[config.mk]
export PLATFORM = sky130hd
export DESIGN_NAME = stepper_profile_ctrl
export DESIGN_NICKNAME = d
export VERILOG_FILES = /design/src/rtl/stepper_profile_ctrl.sv
export SDC_FILE = /design/constraint.sdc
export NUM_CORES = 1
export LEC_CHECK = 0
export BUFFER_PORTS_ARGS = -buffer_cell sky130_fd_sc_hd__buf_2
export CAP_MARGIN = 30
export CORE_MARGIN = 4
export CORE_UTILIZATION = 33
export DETAILED_ROUTE_END_ITERATION = 8
export SKIP_LAST_GASP = 1
export SLEW_MARGIN = 20
export SYNTH_ARGS = -nofsm -noshare
export SYNTH_HDL_FRONTEND = slang
export SYNTH_SLANG_ARGS = --single-unit
[constraint.sdc]
create_clock -name clk -period 7.1 [get_ports clk]
set_input_delay 1.42 -clock clk [delete_from_list [all_inputs] [get_ports clk]]
set_output_delay 1.42 -clock clk [all_outputs]
set_load 0.02 [all_outputs]
[src/rtl/stepper_profile_ctrl.sv]
// Single-axis step/dir generator with trapezoidal ramping, homing against a limit switch,
// controlled abort and sticky status flags. One instance per axis.
module stepper_profile_ctrl #(
  parameter int POS_W       = 24,
  parameter int DLY_W       = 21,
  parameter int PULSE_W     = 50,
  parameter int START_DELAY = 15625,
  parameter int ACCEL_STEP  = 5,
  parameter int HOME_DELAY  = 4096
) (
  input  logic             clk,
  input  logic             reset,
  input  logic             cmd_valid,
  output logic             cmd_ready,
  input  logic [POS_W-1:0] cmd_target,
  input  logic [DLY_W-1:0] cmd_min_delay,
  input  logic             home_req,
  input  logic             abort,
  input  logic             limit_sw,
  output logic             step,
  output logic             dir,
  output logic [POS_W-1:0] position,
  output logic             busy,
  output logic             done,
  output logic             homed,
  output logic             lim_fault
);

  localparam int CMP_W = (POS_W > DLY_W) ? POS_W : DLY_W;
  localparam logic [DLY_W-1:0] START_D = DLY_W'(START_DELAY);
  localparam logic [DLY_W-1:0] HOME_D  = DLY_W'(HOME_DELAY);
  localparam logic [DLY_W-1:0] ACC_D   = DLY_W'(ACCEL_STEP);
  localparam logic [DLY_W-1:0] MIN_D   = DLY_W'(PULSE_W + 1);
  localparam logic [DLY_W-1:0] PW_D    = DLY_W'(PULSE_W - 1);
  localparam logic [DLY_W-1:0] ONE_D   = DLY_W'(1);
  localparam logic [POS_W-1:0] ONE_P   = POS_W'(1);

  typedef enum logic [1:0] {IDLE, MOVE, HOME, STOP} state_t;

  state_t           state_q, state_d;
  logic             step_q, step_d, dir_q, dir_d, done_q, done_d;
  logic             homed_q, homed_d, lim_fault_q, lim_fault_d, fin_q, fin_d;
  logic             lim_s1_q, lim_s1_d, lim_s2_q, lim_s2_d;
  logic [POS_W-1:0] position_q, position_d, target_q, target_d;
  logic [DLY_W-1:0] interval_q, interval_d, ramp_cnt_q, ramp_cnt_d;
  logic [DLY_W-1:0] cnt_q, cnt_d, pw_q, pw_d, min_q, min_d;
  logic [POS_W-1:0] pos_n, rem;
  logic [DLY_W-1:0] ivl_n;

  function automatic logic [DLY_W-1:0] ivl_up(input logic [DLY_W-1:0] i);
    logic [DLY_W:0] s;
    s = {1'b0, i} + {1'b0, ACC_D};
    if (s >= {1'b0, START_D}) return START_D;
    return s[DLY_W-1:0];
  endfunction

  function automatic logic [DLY_W-1:0] ivl_down(input logic [DLY_W-1:0] i,
                                                input logic [DLY_W-1:0] m);
    if ({1'b0, i} <= ({1'b0, m} + {1'b0, ACC_D})) return m;
    return i - ACC_D;
  endfunction

  function automatic logic [DLY_W-1:0] clamp_min(input logic [DLY_W-1:0] m);
    if (m < MIN_D) return MIN_D;
    if (m > START_D) return START_D;
    return m;
  endfunction

  always_comb begin
    state_d     = state_q;
    step_d      = step_q;
    dir_d       = dir_q;
    done_d      = 1'b0;
    homed_d     = homed_q;
    lim_fault_d = lim_fault_q;
    fin_d       = fin_q;
    position_d  = position_q;
    target_d    = target_q;
    min_d       = min_q;
    interval_d  = interval_q;
    ramp_cnt_d  = ramp_cnt_q;
    cnt_d       = cnt_q;
    pw_d        = pw_q;
    lim_s1_d    = limit_sw;
    lim_s2_d    = lim_s1_q;
    pos_n       = position_q;
    rem         = '0;
    ivl_n       = interval_q;

    if (step_q) begin
      if (pw_q == '0) step_d = 1'b0;
      else            pw_d   = pw_q - ONE_D;
    end
    if (cnt_q != '0) cnt_d = cnt_q - ONE_D;

    case (state_q)
      IDLE: begin
        if (home_req) begin
          state_d    = HOME;
          dir_d      = 1'b1;
          interval_d = HOME_D;
          cnt_d      = ONE_D;
        end else if (cmd_valid) begin
          lim_fault_d = 1'b0;
          target_d    = cmd_target;
          min_d       = clamp_min(cmd_min_delay);
          if (cmd_target == position_q) begin
            done_d = 1'b1;
          end else begin
            state_d = MOVE;
            dir_d   = (cmd_target < position_q);
            cnt_d   = ONE_D;  // one idle cycle of dir setup before the first edge
          end
        end
      end
      default: begin
        if (fin_q) begin
          if (!step_q) begin
            state_d    = IDLE;
            done_d     = 1'b1;
            fin_d      = 1'b0;
            interval_d = START_D;
            ramp_cnt_d = '0;
          end
        end else if (state_q == HOME) begin
          if (lim_s2_q) begin
            position_d = '0;
            homed_d    = 1'b1;
            fin_d      = 1'b1;
          end else if (abort) begin
            fin_d = 1'b1;
          end else if (cnt_q == '0) begin
            step_d     = 1'b1;
            pw_d       = PW_D;
            position_d = position_q - ONE_P;
            cnt_d      = HOME_D - ONE_D;
          end
        end else if (dir_q && lim_s2_q) begin
          lim_fault_d = 1'b1;
          fin_d       = 1'b1;
        end else if (state_q == MOVE && abort) begin
          if (ramp_cnt_q == '0) fin_d = 1'b1;
          else                  state_d = STOP;
        end else if (cnt_q == '0) begin
          pos_n = dir_q ? position_q - ONE_P : position_q + ONE_P;
          rem   = dir_q ? pos_n - target_q : target_q - pos_n;
          step_d     = 1'b1;
          pw_d       = PW_D;
          position_d = pos_n;
          if (state_q == STOP) begin
            ivl_n      = ivl_up(interval_q);
            ramp_cnt_d = ramp_cnt_q - ONE_D;
            if (rem == '0 || ramp_cnt_q == ONE_D) fin_d = 1'b1;
          end else if (rem == '0) begin
            fin_d = 1'b1;
          end else if (CMP_W'(rem) <= CMP_W'(ramp_cnt_q)) begin
            ivl_n      = ivl_up(interval_q);
            ramp_cnt_d = ramp_cnt_q - ONE_D;
          end else if (interval_q > min_q) begin
            ivl_n      = ivl_down(interval_q, min_q);
            ramp_cnt_d = ramp_cnt_q + ONE_D;
          end
          interval_d = ivl_n;
          cnt_d      = ivl_n - ONE_D;
        end
      end
    endcase
  end

  always_ff @(posedge clk or posedge reset) begin
    if (reset) begin
      state_q     <= IDLE;
      step_q      <= 1'b0;
      dir_q       <= 1'b0;
      done_q      <= 1'b0;
      homed_q     <= 1'b0;
      lim_fault_q <= 1'b0;
      fin_q       <= 1'b0;
      lim_s1_q    <= 1'b0;
      lim_s2_q    <= 1'b0;
      position_q  <= '0;
      interval_q  <= START_D;
      ramp_cnt_q  <= '0;
      cnt_q       <= '0;
      pw_q        <= '0;
    end else begin
      state_q     <= state_d;
      step_q      <= step_d;
      dir_q       <= dir_d;
      done_q      <= done_d;
      homed_q     <= homed_d;
      lim_fault_q <= lim_fault_d;
      fin_q       <= fin_d;
      lim_s1_q    <= lim_s1_d;
      lim_s2_q    <= lim_s2_d;
      position_q  <= position_d;
      interval_q  <= interval_d;
      ramp_cnt_q  <= ramp_cnt_d;
      cnt_q       <= cnt_d;
      pw_q        <= pw_d;
    end
  end

  // Command operands are only meaningful once accepted, so they carry no reset.
  always_ff @(posedge clk) begin
    target_q <= target_d;
    min_q    <= min_d;
  end

  assign cmd_ready = (state_q == IDLE);
  assign busy      = (state_q != IDLE);
  assign step      = step_q;
  assign dir       = dir_q;
  assign position  = position_q;
  assign done      = done_q;
  assign homed     = homed_q;
  assign lim_fault = lim_fault_q;

endmodule

==> run_results.csv <==
group,metric,value,unit
worst_setup_path,rr_worst_depth,33,
route,wl,52110,um
timing,period_minus_slack,6.909,ns
clocking,path_clk_slew,0.07,ns
timing,fin_setup_tns,0,ns
worst_setup_path,critPathKind,"flip-flop to flip-flop",
clocking,clock_latency,0.49,ns
worst_setup_path,r2r-end,"cnt_q[12]",
clocking,cts_buffers,17,
worst_setup_path,worstPathRequired,7.47,ns
synth,synth-warning-count,0,
worst_setup_path,cp_num_buf_inv,3,
layout,num_antenna_cells,0,
layout,fillers,4651,
power_and_ir_drop,p_switching,0.6843,mW
route,ant_nets,0,
worst_setup_path,startpoint,"position[0]",
timing,setup_viol,0,
synth,netlist_area,0.01583,mm^2
clocking,hold_buffers,0,
worst_setup_path,crit_arrival,7.27,ns
worst_setup_path,cp-end-kind,"flip-flop",
placed_design,place_congestion,0.9530,
synth,avgSynthCellArea,7.917,um^2
worst_setup_path,cp_slowest_cell,"dfrtp_2",
die,io-pin-count,82,
synth,synthCells,1999,
flow_run,drv_cap,0,
worst_setup_path,max_stage_delay,0.44,ns
power_and_ir_drop,swShare,0.2914,
worst_setup_path,cp.depth,33,
placed_design,hpwl,39340,um
timing,tightest_slew,0.9511,ns
synth,netlist-cell-type-count,96,
timing,relSlewSlack,0.3601,
worst_setup_path,critPathCapture,"cnt_q[12]",
timing,max_freq,144.7,MHz
timing,whs,0.3539,ns
route,drc,0,
run_status,status,"completed",
synth,synth_enable_flop_cells,45,
worst_setup_path,r2r_slack,0.19,ns
die,placementRows,79,
power_and_ir_drop,clkPwrFrac,0.392,
die,start_util,0.3371,
timing,setup_slack,0.1914,ns
timing,report.final.slew_viol_count,0,
grt,grt_max_degree,53,
route,num_vias,15937,
clocking,clock-sinks,163,
worst_setup_path,cp-start-kind,"flip-flop",
layout,num-nets-final,2368,
grt,grt_pass1_wl,80830,um
layout,drive_above_1_share,0.1977,
power_and_ir_drop,pwr-share-seq,0.451,
clocking,cts_tree,"yes",
die,die_y,227.0,um
power_and_ir_drop,leakagePower,8.262,nW
route,wl_per_cell,18.70,um
grt,grt-ovfl-total,0,
grt,grt_pass1_vias,15050,
clocking,ctsRootBufferMaster,"clkbuf_16",
route,vias_per_cell,5.718,
worst_setup_path,cp_max_fo,8,
grt,antenna_found_initial,2,
timing,period_share,0.9730,
power_and_ir_drop,ir_worst_vdd,172.7,uV
worst_setup_path,critPathTopFamily,"compound AO/OA/AOI/OAI gates",
route,dr.pass1.iters,6,
synth,seq_area_frac_synth,0.2725,
synth,ys_ff_latch,163,
timing,skew,0.02139,ns
placed_design,dp_slack,-0.1420,ns
power_and_ir_drop,internal_power,1.664,mW
synth,async_reset_ff_frac,0.7239,
die,dieWidth,227.0,um
grt,grt_util_all_layers,0.1954,
layout,area_growth,20.86,%
synth,synthFlopType,"dfrtp_1",
clocking,cts_buffer_depth,2,
die,dieArea,0.05152,mm^2
clocking,ctsHtreeMaxLevel,4,
die,coreArea,0.04695,mm^2
placed_design,io_buffers,81,
power_and_ir_drop,pwr-share-comb,0.156,
worst_hold_path,min_path_type,"flip-flop to flip-flop",
route,first_iter_violations,1679,
power_and_ir_drop,cellPowerDensity,122.8,mW/mm^2
worst_setup_path,reg2reg_from,"position[0]",
timing,hold_viol_final,0,
==> state kept, by name, summed over array words and instances, names as in the netlist, 2 cells and up <==
register and flops:
pw_q 21, min_q 21, state_q 2, position 24, cnt_q 21, target_q 24, ramp_cnt_q 21, interval_q 21
==> cell usage in the layout, fill, tap and decap left out, drive strengths merged, types with 13 or more instances in the layout <==
cell type / netlist / layout
a21o: 45 / 45
or3: 18 / 18
nand2: 192 / 192
xor2: 33 / 33
inv: 150 / 153
o22ai: 13 / 13
o21ai: 148 / 148
or2: 16 / 16
nor2: 163 / 163
nand4: 48 / 48
a31oi: 16 / 16
a21oi: 155 / 155
xnor2: 90 / 90
o211ai: 27 / 27
nor3: 72 / 72
buf: 21 / 231
clkbuf: 68 / 23
a22oi: 13 / 13
nand2b: 19 / 19
nor2b: 21 / 21
and2: 22 / 22
and3: 20 / 20
edfxtp: 45 / 45
nor4: 47 / 47
a211oi: 23 / 23
a32oi: 14 / 14
ha: 148 / 148
dfrtp: 111 / 111
o21a: 12 / 13
nand3: 61 / 61
o31ai: 17 / 17
==> kinds of logic (layout without fill, tap and decap cells) <==
kind of cell / after synthesis / in the layout / share of synthesized area
buffers and inverters: 239 / 413 / 0.05835
muxes: 15 / 15 / 0.009725
DFF: 163 / 163 / 0.2725
other: 1 / 7 / 0.0002370
and+or+nand+nor: 735 / 735 / 0.2340
AOI/OAI and AO/OA: 573 / 574 / 0.2375
adders and majority gates: 150 / 150 / 0.1195
xor gates and xnor gates: 123 / 123 / 0.06807
==> through the flow <==
stage	total power [mW]	cell area, um^2	utilization	std cells
final	2.349	19130	0.4074	2787
after CTS	2.344	18240	0.3885	2765
after global routing	2.452	19130	0.4074	2787
after floorplan	1.295	15880	-	2005
after global placement	1.400	17660	0.3762	2733
after detailed placement	1.408	17660	0.3762	2733
==> routing by layer <==
metal	track usage	wire length, um	part of all wire
met4	0.06617	1300	0.025
met3	0.04204	3395	0.065
met5	0	27	0.00052
met1	0.2740	23700	0.45
met2	0.3005	23690	0.45
==> power groups by stage <==
stage | combinational (mW) | sequential, mW | clock [mW]
3_5_place_dp | 0.332 | 1.08 | 0
2_1_floorplan | 0.246 | 1.05 | 0
6_report | 0.368 | 1.06 | 0.921
3_3_place_gp | 0.325 | 1.08 | 0
4_1_cts | 0.335 | 1.06 | 0.951
5_1_grt | 0.404 | 1.06 | 0.983
==> layout make-up <==
class	instances	area, um^2	share of cell area
Clock buffer	23	461.7	0.02414
Clock inverter	9	82.58	0.004318
Inverter	150	565.5	0.02957
Multi-Input combinational cell	1604	11390	0.5953
Sequential cell	163	4315	0.2256
Tap cell	607	759.5	0.03971
Timing Repair Buffer	231	1555	0.08132
==> worst min path at each step <==
stage / cells past startpoint / start / endpoint
floorplan: 0 / lim_s1_q / lim_s2_q
global placement: 0 / lim_s1_q / lim_s2_q
detailed placement: 0 / lim_s1_q / lim_s2_q
CTS: 0 / lim_s1_q / lim_s2_q
global route: 0 / lim_s1_q / lim_s2_q
finish: 0 / lim_s1_q / lim_s2_q
==> synthesized netlist by cell type (16+ instances only) <==
cell / n / area, um^2
nand2_1: 191 / 716.9
nor2_1: 163 / 611.8
a21oi_1: 153 / 765.7
inv_1: 149 / 559.3
ha_1: 148 / 1852
o21ai_0: 133 / 665.6
dfrtp_1: 111 / 2778
xnor2_1: 90 / 788.3
nor3_1: 70 / 350.3
clkbuf_1: 66 / 247.7
nand3_1: 59 / 295.3
nand4_1: 47 / 294.0
a21o_1: 45 / 337.8
edfxtp_1: 45 / 1351
nor4_1: 41 / 256.5
xor2_1: 33 / 289.0
o211ai_1: 26 / 195.2
a211oi_1: 21 / 157.7
nor2b_1: 21 / 131.4
and3_1: 20 / 125.1
and2_1: 19 / 118.9
nand2b_1: 19 / 118.9
or3_1: 18 / 112.6
o31ai_1: 17 / 127.6
a31oi_1: 16 / 100.1
or2_2: 16 / 100.1
==> what timing repair did <==
item,in CTS,in global routing
setup buffers,0,20
gates resized for setup,8,138
cloned,0,1
endpoints found under the setup margin,16,48
pin swaps,2,61
No activity file was read; power rests on OpenSTA's default activity.
